File: config.mk
export PLATFORM = sky130hd
export DESIGN_NAME = pipelined_bitwise_logic_unit
export DESIGN_NICKNAME = d
export VERILOG_FILES = /design/src/rtl/pipelined_bitwise_logic_unit.sv
export SDC_FILE = /design/constraint.sdc
export NUM_CORES = 1
export LEC_CHECK = 0
export ABC_AREA = 0
export CORE_UTILIZATION = 40
export CTS_BUF_LIST = sky130_fd_sc_hd__clkbuf_4
export DETAILED_ROUTE_END_ITERATION = 6
export GPL_TIMING_DRIVEN = 1
export SETUP_SLACK_MARGIN = 0.3
export SYNTH_ARGS = -nofsm -noshare
export SYNTH_HDL_FRONTEND = slang
export SYNTH_SLANG_ARGS = --single-unit
File: constraint.sdc
create_clock -name clk -period 3.7 [get_ports clk]
set_input_delay 0.555 -clock clk [delete_from_list [all_inputs] [get_ports clk]]
set_output_delay 0.555 -clock clk [all_outputs]
set_load 0.03 [all_outputs]
File: src/rtl/pipelined_bitwise_logic_unit.sv
// Two-stage valid/ready bitwise logic unit: eight selectable ops, optional
// accumulator operand with write-back, and zero/ones/parity flags on the result.
module pipelined_bitwise_logic_unit #(
  parameter int               WIDTH    = 16,
  parameter logic [WIDTH-1:0] ACC_INIT = '0
) (
  input  logic             clk,
  input  logic             rst_n,
  input  logic             in_valid,
  output logic             in_ready,
  input  logic [WIDTH-1:0] i0,
  input  logic [WIDTH-1:0] i1,
  input  logic [2:0]       op,
  input  logic             acc_en,
  input  logic             acc_clr,
  output logic             out_valid,
  input  logic             out_ready,
  output logic [WIDTH-1:0] result,
  output logic             zero,
  output logic             ones,
  output logic             parity,
  output logic [WIDTH-1:0] acc_q
);

  typedef enum logic [2:0] {
    OP_AND   = 3'b000,
    OP_OR    = 3'b001,
    OP_XOR   = 3'b010,
    OP_NAND  = 3'b011,
    OP_NOR   = 3'b100,
    OP_XNOR  = 3'b101,
    OP_ANDN  = 3'b110,
    OP_PASSB = 3'b111
  } op_e;

  logic             s1Valid_q, s1Valid_d;
  logic [WIDTH-1:0] s1A_q, s1A_d;
  logic [WIDTH-1:0] s1B_q, s1B_d;
  op_e              s1Op_q, s1Op_d;
  logic             s1AccEn_q, s1AccEn_d;
  logic             outValid_q, outValid_d;
  logic [WIDTH-1:0] result_q, result_d;
  logic             zero_q, zero_d;
  logic             ones_q, ones_d;
  logic             parity_q, parity_d;
  logic [WIDTH-1:0] acc_d;

  logic             adv2;
  logic             inXfer;
  logic [WIDTH-1:0] accEff;
  logic [WIDTH-1:0] opA;
  logic [WIDTH-1:0] opRes;

  // A clear in the same cycle as an accumulating advance feeds ACC_INIT into the op.
  always_comb begin
    adv2     = s1Valid_q && (!outValid_q || out_ready);
    in_ready = !s1Valid_q || adv2;
    inXfer   = in_valid && in_ready;
    accEff   = acc_clr ? ACC_INIT : acc_q;
    opA      = s1AccEn_q ? accEff : s1A_q;
  end

  always_comb begin
    opRes = s1B_q;
    unique case (s1Op_q)
      OP_AND:   opRes = opA & s1B_q;
      OP_OR:    opRes = opA | s1B_q;
      OP_XOR:   opRes = opA ^ s1B_q;
      OP_NAND:  opRes = ~(opA & s1B_q);
      OP_NOR:   opRes = ~(opA | s1B_q);
      OP_XNOR:  opRes = ~(opA ^ s1B_q);
      OP_ANDN:  opRes = opA & ~s1B_q;
      OP_PASSB: opRes = s1B_q;
    endcase
  end

  always_comb begin
    s1Valid_d  = s1Valid_q;
    s1A_d      = s1A_q;
    s1B_d      = s1B_q;
    s1Op_d     = s1Op_q;
    s1AccEn_d  = s1AccEn_q;
    outValid_d = outValid_q;
    result_d   = result_q;
    zero_d     = zero_q;
    ones_d     = ones_q;
    parity_d   = parity_q;
    acc_d      = acc_q;

    if (inXfer) begin
      s1Valid_d = 1'b1;
      s1A_d     = i0;
      s1B_d     = i1;
      s1Op_d    = op_e'(op);
      s1AccEn_d = acc_en;
    end else if (adv2) begin
      s1Valid_d = 1'b0;
    end

    // Output stage refills from stage 1 when it advances, empties on a bare pop.
    if (adv2 || out_ready) begin
      outValid_d = s1Valid_q;
    end
    if (adv2) begin
      result_d = opRes;
      zero_d   = (opRes == '0);
      ones_d   = &opRes;
      parity_d = ^opRes;
    end

    if (adv2 && s1AccEn_q) begin
      acc_d = opRes;
    end else if (acc_clr) begin
      acc_d = ACC_INIT;
    end
  end

  always_ff @(posedge clk or negedge rst_n) begin
    if (!rst_n) begin
      s1Valid_q  <= 1'b0;
      s1A_q      <= '0;
      s1B_q      <= '0;
      s1Op_q     <= OP_AND;
      s1AccEn_q  <= 1'b0;
      outValid_q <= 1'b0;
      result_q   <= '0;
      zero_q     <= 1'b0;
      ones_q     <= 1'b0;
      parity_q   <= 1'b0;
      acc_q      <= ACC_INIT;
    end else begin
      s1Valid_q  <= s1Valid_d;
      s1A_q      <= s1A_d;
      s1B_q      <= s1B_d;
      s1Op_q     <= s1Op_d;
      s1AccEn_q  <= s1AccEn_d;
      outValid_q <= outValid_d;
      result_q   <= result_d;
      zero_q     <= zero_d;
      ones_q     <= ones_d;
      parity_q   <= parity_d;
      acc_q      <= acc_d;
    end
  end

  assign out_valid = outValid_q;
  assign result    = result_q;
  assign zero      = zero_q;
  assign ones      = ones_q;
  assign parity    = parity_q;

endmodule
# Word-level counts from Yosys, hierarchy flattened
# Index checks and enable logic that the tools add are counted.
# Widths: inputs -> output; s select.
dict set report totals {
  ff_bits 73
  output_inout_bits 37
}
dict set report op_classes {
  reduce_logical 13
  bitwise_logic 8
  eq_ne 7
  muxes 6
}
# operator count
set op_table {}
lappend op_table {{$pmux 16 s8} 1}
lappend op_table {{$not 16->16} 4}
lappend op_table {{$mux 16} 3}
lappend op_table {{$and 16x16->16} 2}
lappend op_table {{$logic_not 16->1} 1}
lappend op_table {{$or 16x16->16} 1}
lappend op_table {{$reduce_and 16->1} 1}
lappend op_table {{$reduce_xor 16->1} 1}
lappend op_table {{$xor 16x16->16} 1}
lappend op_table {{$eq 3x3->1 const B} 4}
lappend op_table {{$eq 3x2->1 const B} 2}
lappend op_table {{$eq 3x1->1 const B} 1}
lappend op_table {{$logic_and 1x1->1} 3}
lappend op_table {{$logic_not 3->1} 1}
lappend op_table {{$logic_or 1x1->1} 3}
lappend op_table {{$logic_not 1->1} 2}
lappend op_table {{$mux 1} 2}
lappend op_table {{$reduce_bool 2->1} 1}

# Depth between registers and ports, before layout
dict set report depth {
  depth_word 6
  depth_mapped 14
}

# Worst setup path before layout
# Ideal clock, no wire load.
dict set report synth_timing {
  kind {register to register}
  startpoint {reg s1AccEn_q}
  endpoint {reg parity_q, in the netlist parity}
  stages_incl_launch_ff 14
  arrival_time_ps 3029
  path_slack_ps 536
  t_required_ps 3565
  path_cell_list {dfrtp_1 -> buf_2 -> buf_1 -> mux2_2 -> ha_1 -> nand2_1 -> o221ai_2 -> a222oi_1 -> or2_1 -> ha_1 -> xnor2_1 -> xnor2_1 -> xnor2_1 -> o21ai_0}
}
dict set report synth_via {
  elab_chain_cells 5
}
# element line
set synth_rtl {}
lappend synth_rtl {{start: declaration} 40} ;# logic s1AccEn_q, s1AccEn_d;
lappend synth_rtl {{start signal: assignment} 136} ;# s1AccEn_q <= s1AccEn_d;
lappend synth_rtl {{$mux 16 *} 60} ;# opA = s1AccEn_q ? accEff : s1A_q;
lappend synth_rtl {{$xor 16x16->16 (tied with other cells)} {68, 71}}
lappend synth_rtl {{$not 16->16 (on tied branches)} {71, 69, 70}}
lappend synth_rtl {{$pmux 16 s8 *} 65} ;# unique case (s1Op_q)
lappend synth_rtl {{$reduce_xor 16->1 *} 108} ;# parity_d = ^opRes;
lappend synth_rtl {{end signal: assignment} 141} ;# parity_q <= parity_d;
lappend synth_rtl {{end: declaration} 45} ;# logic parity_q, parity_d;
# Every way passes the cells marked *; elsewhere a longest branch is shown, timed or not.
# A chain may end at the register's enable or synchronous reset.

# Final worst setup path
dict set report layout_timing {
  startpoint {in acc_clr}
  endpoint {reg parity_q, in the netlist parity}
}
dict set report layout_via {
  elab_chain_cells 6
}
# element line
set layout_rtl {}
lappend layout_rtl {{start: declaration} 15} ;# input logic acc_clr,
lappend layout_rtl {{$mux 16 *} -}
lappend layout_rtl {{$mux 16 *} 60}
lappend layout_rtl {{$xor 16x16->16 (tied with other cells)} {68, 71}}
lappend layout_rtl {{$not 16->16 (on tied branches)} {71, 69, 70}}
lappend layout_rtl {{$pmux 16 s8 *} 65}
lappend layout_rtl {{$reduce_xor 16->1 *} 108}
# Marks and branches as above.

==> results.tsv <==
metric	value	unit
root_buffer	clkbuf_4	
worst-path-buf-inv	2	
fmax	305.0	MHz
hold_viol	0	
cap_violations	0	
synth_edf_count	0	
synth.distinct_cells	45	
crit_path_cell_trace	clkdlybuf4s50_1 > buf_12 > nor2b_1 > mux2_2 > ha_1 > nand2_1 > o211ai_1 > a222oi_1 > or2_1 > ha_1 > xnor2_1 > xnor2_1 > xnor2_1 > o21ai_0	
drv_slew	0	
status	completed	
synth_warnings	0	
fin_crit_sh	88.61	%
overflow	0	
synth_common_cells	dfrtp_1 (73), ha_1 (64), mux2_2 (54)	
critPathKind	in2reg	
synth.most_common_cell	dfrtp_1	
p_int	2181	µW
yosysSeqAreaShare	35.16	%
cts_tree	done	
cts_resized	0	
grt_max_degree	58	
cpMaxStageDelayCell	clkdlybuf4s50_1	
period_minus_slack	3.279	ns
htree_levels	3	
postCtsSetupBuffers	0	
ant_nets	0	
dp_hpwl	9390	µm
finalSetupViolCount	0	
combPwrFrac	52.1	%
wl_per_cell	16.49	µm
startpoint	acc_clr	
power.switching	1409	µW
leakagePower	0.002921	µW
cp.arrival	3.59	ns
end_kind	flop	
ioPinCount	78	
post_synth.cell_area_avg	10.25	µm²
path_depth	14	
cts_buffers	9	
synth.cell_area	5195	µm²
die_y	116.0	µm
wirelength	12680	µm
critPathMaxFanout	16	
via_count	3972	
clk_pin_slew	0.13	ns
dp_cells	754	
synthTopCellsByArea	dfrtp_1 (35%), ha_1 (15%), mux2_2 (12%), mux2i_1 (4.4%), nand2_1 (3.4%)	
grt_pass1_vias	3901	
portBuffers	77	
rsz0062_at_grt	no	
viasPerCell	5.165	
skew	0.02122	ns
final_cells	769	
nets	698	
syn2layout_area_growth	22.90	%
first_iter_violations	277	
reg2reg_depth	12	
layout-drive-gt1-share	18.76	%
swShare	39.25	%
start_util	41.17	%
cp.required	4.01	ns
drt_first_pass_iters	5	
clockBufferDepth	2	
p_clk_share	17.7	%
drc	0	
cp_common_cell	xnor2_1	
cts_sinks	73	
crit_family	buffers and inverters	
core_area	12620	µm²
place.gp.congestion	0.7598	
synth_area_leader_cell	dfrtp_1	
pwr-share-seq	30.2	%
grt.total_usage	20.15	%
r2r-start	s1AccEn_q	
async_flop_share	100.0	%
die_area	13450	µm²
power_density	562.4	nW/µm²
yosys_register_bits	73	
num_rows	41	
startpoint_type	input port	
slew_headroom	27.32	%
tightest_slew	1.088	ns
syn_nets	612	
cts_hold_buffers	0	
peakVddDrop	0.0002564	V
hp-class	in2async	
worstSkewPairLatency	0.47	ns
grt_pass1_wl	20130	µm
postSynthCellCount	507	
critPathMaxStageDelay	0.51	ns
antenna_found_initial	0	
die_x	116.0	µm
detailed_place.area	6210	µm²
antennaDiodeCount	0	
synth_top_area_share	35.16	%
dominantRegCellSynth	dfrtp_1	
post-route-cell-area	6385	µm²
state kept, by name, indices dropped and copies added, names as in the netlist:
register / count
parity: 1
s1Valid_q: 1
s1A_q: 16
acc_q: 16
zero: 1
result: 16
out_valid: 1
s1AccEn_q: 1
ones: 1
s1Op_q: 3
s1B_q: 16
layer usage:
metal / routed length [µm] / vias to the layer above / track usage [%]
li1: - / 1943 / -
met1: 6166 / 1897 / 27.22
met2: 5681 / 115 / 31.87
met3: 643 / 17 / 4.341
met4: 190 / 0 / 7.009
met5: 0 / - / 0
power by group through the flow:
| stage | Sequential [µW] | Clock [µW] | Combinational, µW |
|---|---|---|---|
| 6_report | 1080 | 635 | 1870 |
| 5_1_grt | 1110 | 692 | 2030 |
| 4_1_cts | 1090 | 653 | 1870 |
| 3_5_place_dp | 1100 | 0 | 1870 |
| 2_1_floorplan | 1270 | 0 | 1070 |
| 3_3_place_gp | 1100 | 0 | 1810 |
area by class of cell:
type / instances / area, µm²
clock buffer: 9 / 67.56
fill: 1173 / 6235
inverter: 43 / 161.4
tap: 172 / 215.2
clock inverter: 6 / 107.6
multi-input combinational: 360 / 2997
sequential: 73 / 1828
timing repair buffer: 106 / 1008
cells by family after synthesis:
kind of cell	after synthesis	share of synthesized area [%]
and+or+nand+nor	113	10.62
DFF	73	35.16
adders and majority gates	64	15.41
xor gates and xnor gates	7	1.180
buffers and inverters	74	7.153
muxes	77	16.14
AOI/OAI and AO/OA	99	14.33
cells in the final DEF (no fill, tap or decap), types with 16 or more instances in the layout:
cell type	instances
nor2b_1	16
mux2_2	54
nor2_1	21
nand2_1	47
clkdlybuf4s50_1	76
ha_1	64
inv_1	41
mux2i_1	23
o21ai_0	29
dfrtp_1	72
buf_4	27
metrics by stage:
step                setup TNS, ns  power, µW  hold WS (ns)  setup WS (ns)  util [%]
CTS                             0       3615        0.1385         0.4855     50.59
finish                          0       3591        0.1357         0.4215     50.59
global placement                0       2913        0.4638        0.03339     49.21
detailed placement       -0.01841       2972        0.4703       -0.01841     49.21
global route                    0       3833        0.1635         0.3030     50.59
floorplan                       0       2335        0.2594         0.5355         -
worst paths after layout:
check / endpoint / slack [ns]
worst max-delay path: parity / 0.42
worst min-delay path: s1A_q[1] / 0.14
worst max register to register: parity / 0.48
worst min register to register: result[3] / 0.49
max in group asynchronous: result[14] / 2.54
min in group clk: result[3] / 0.49
Note: power is estimated with default switching activity, not from simulation.
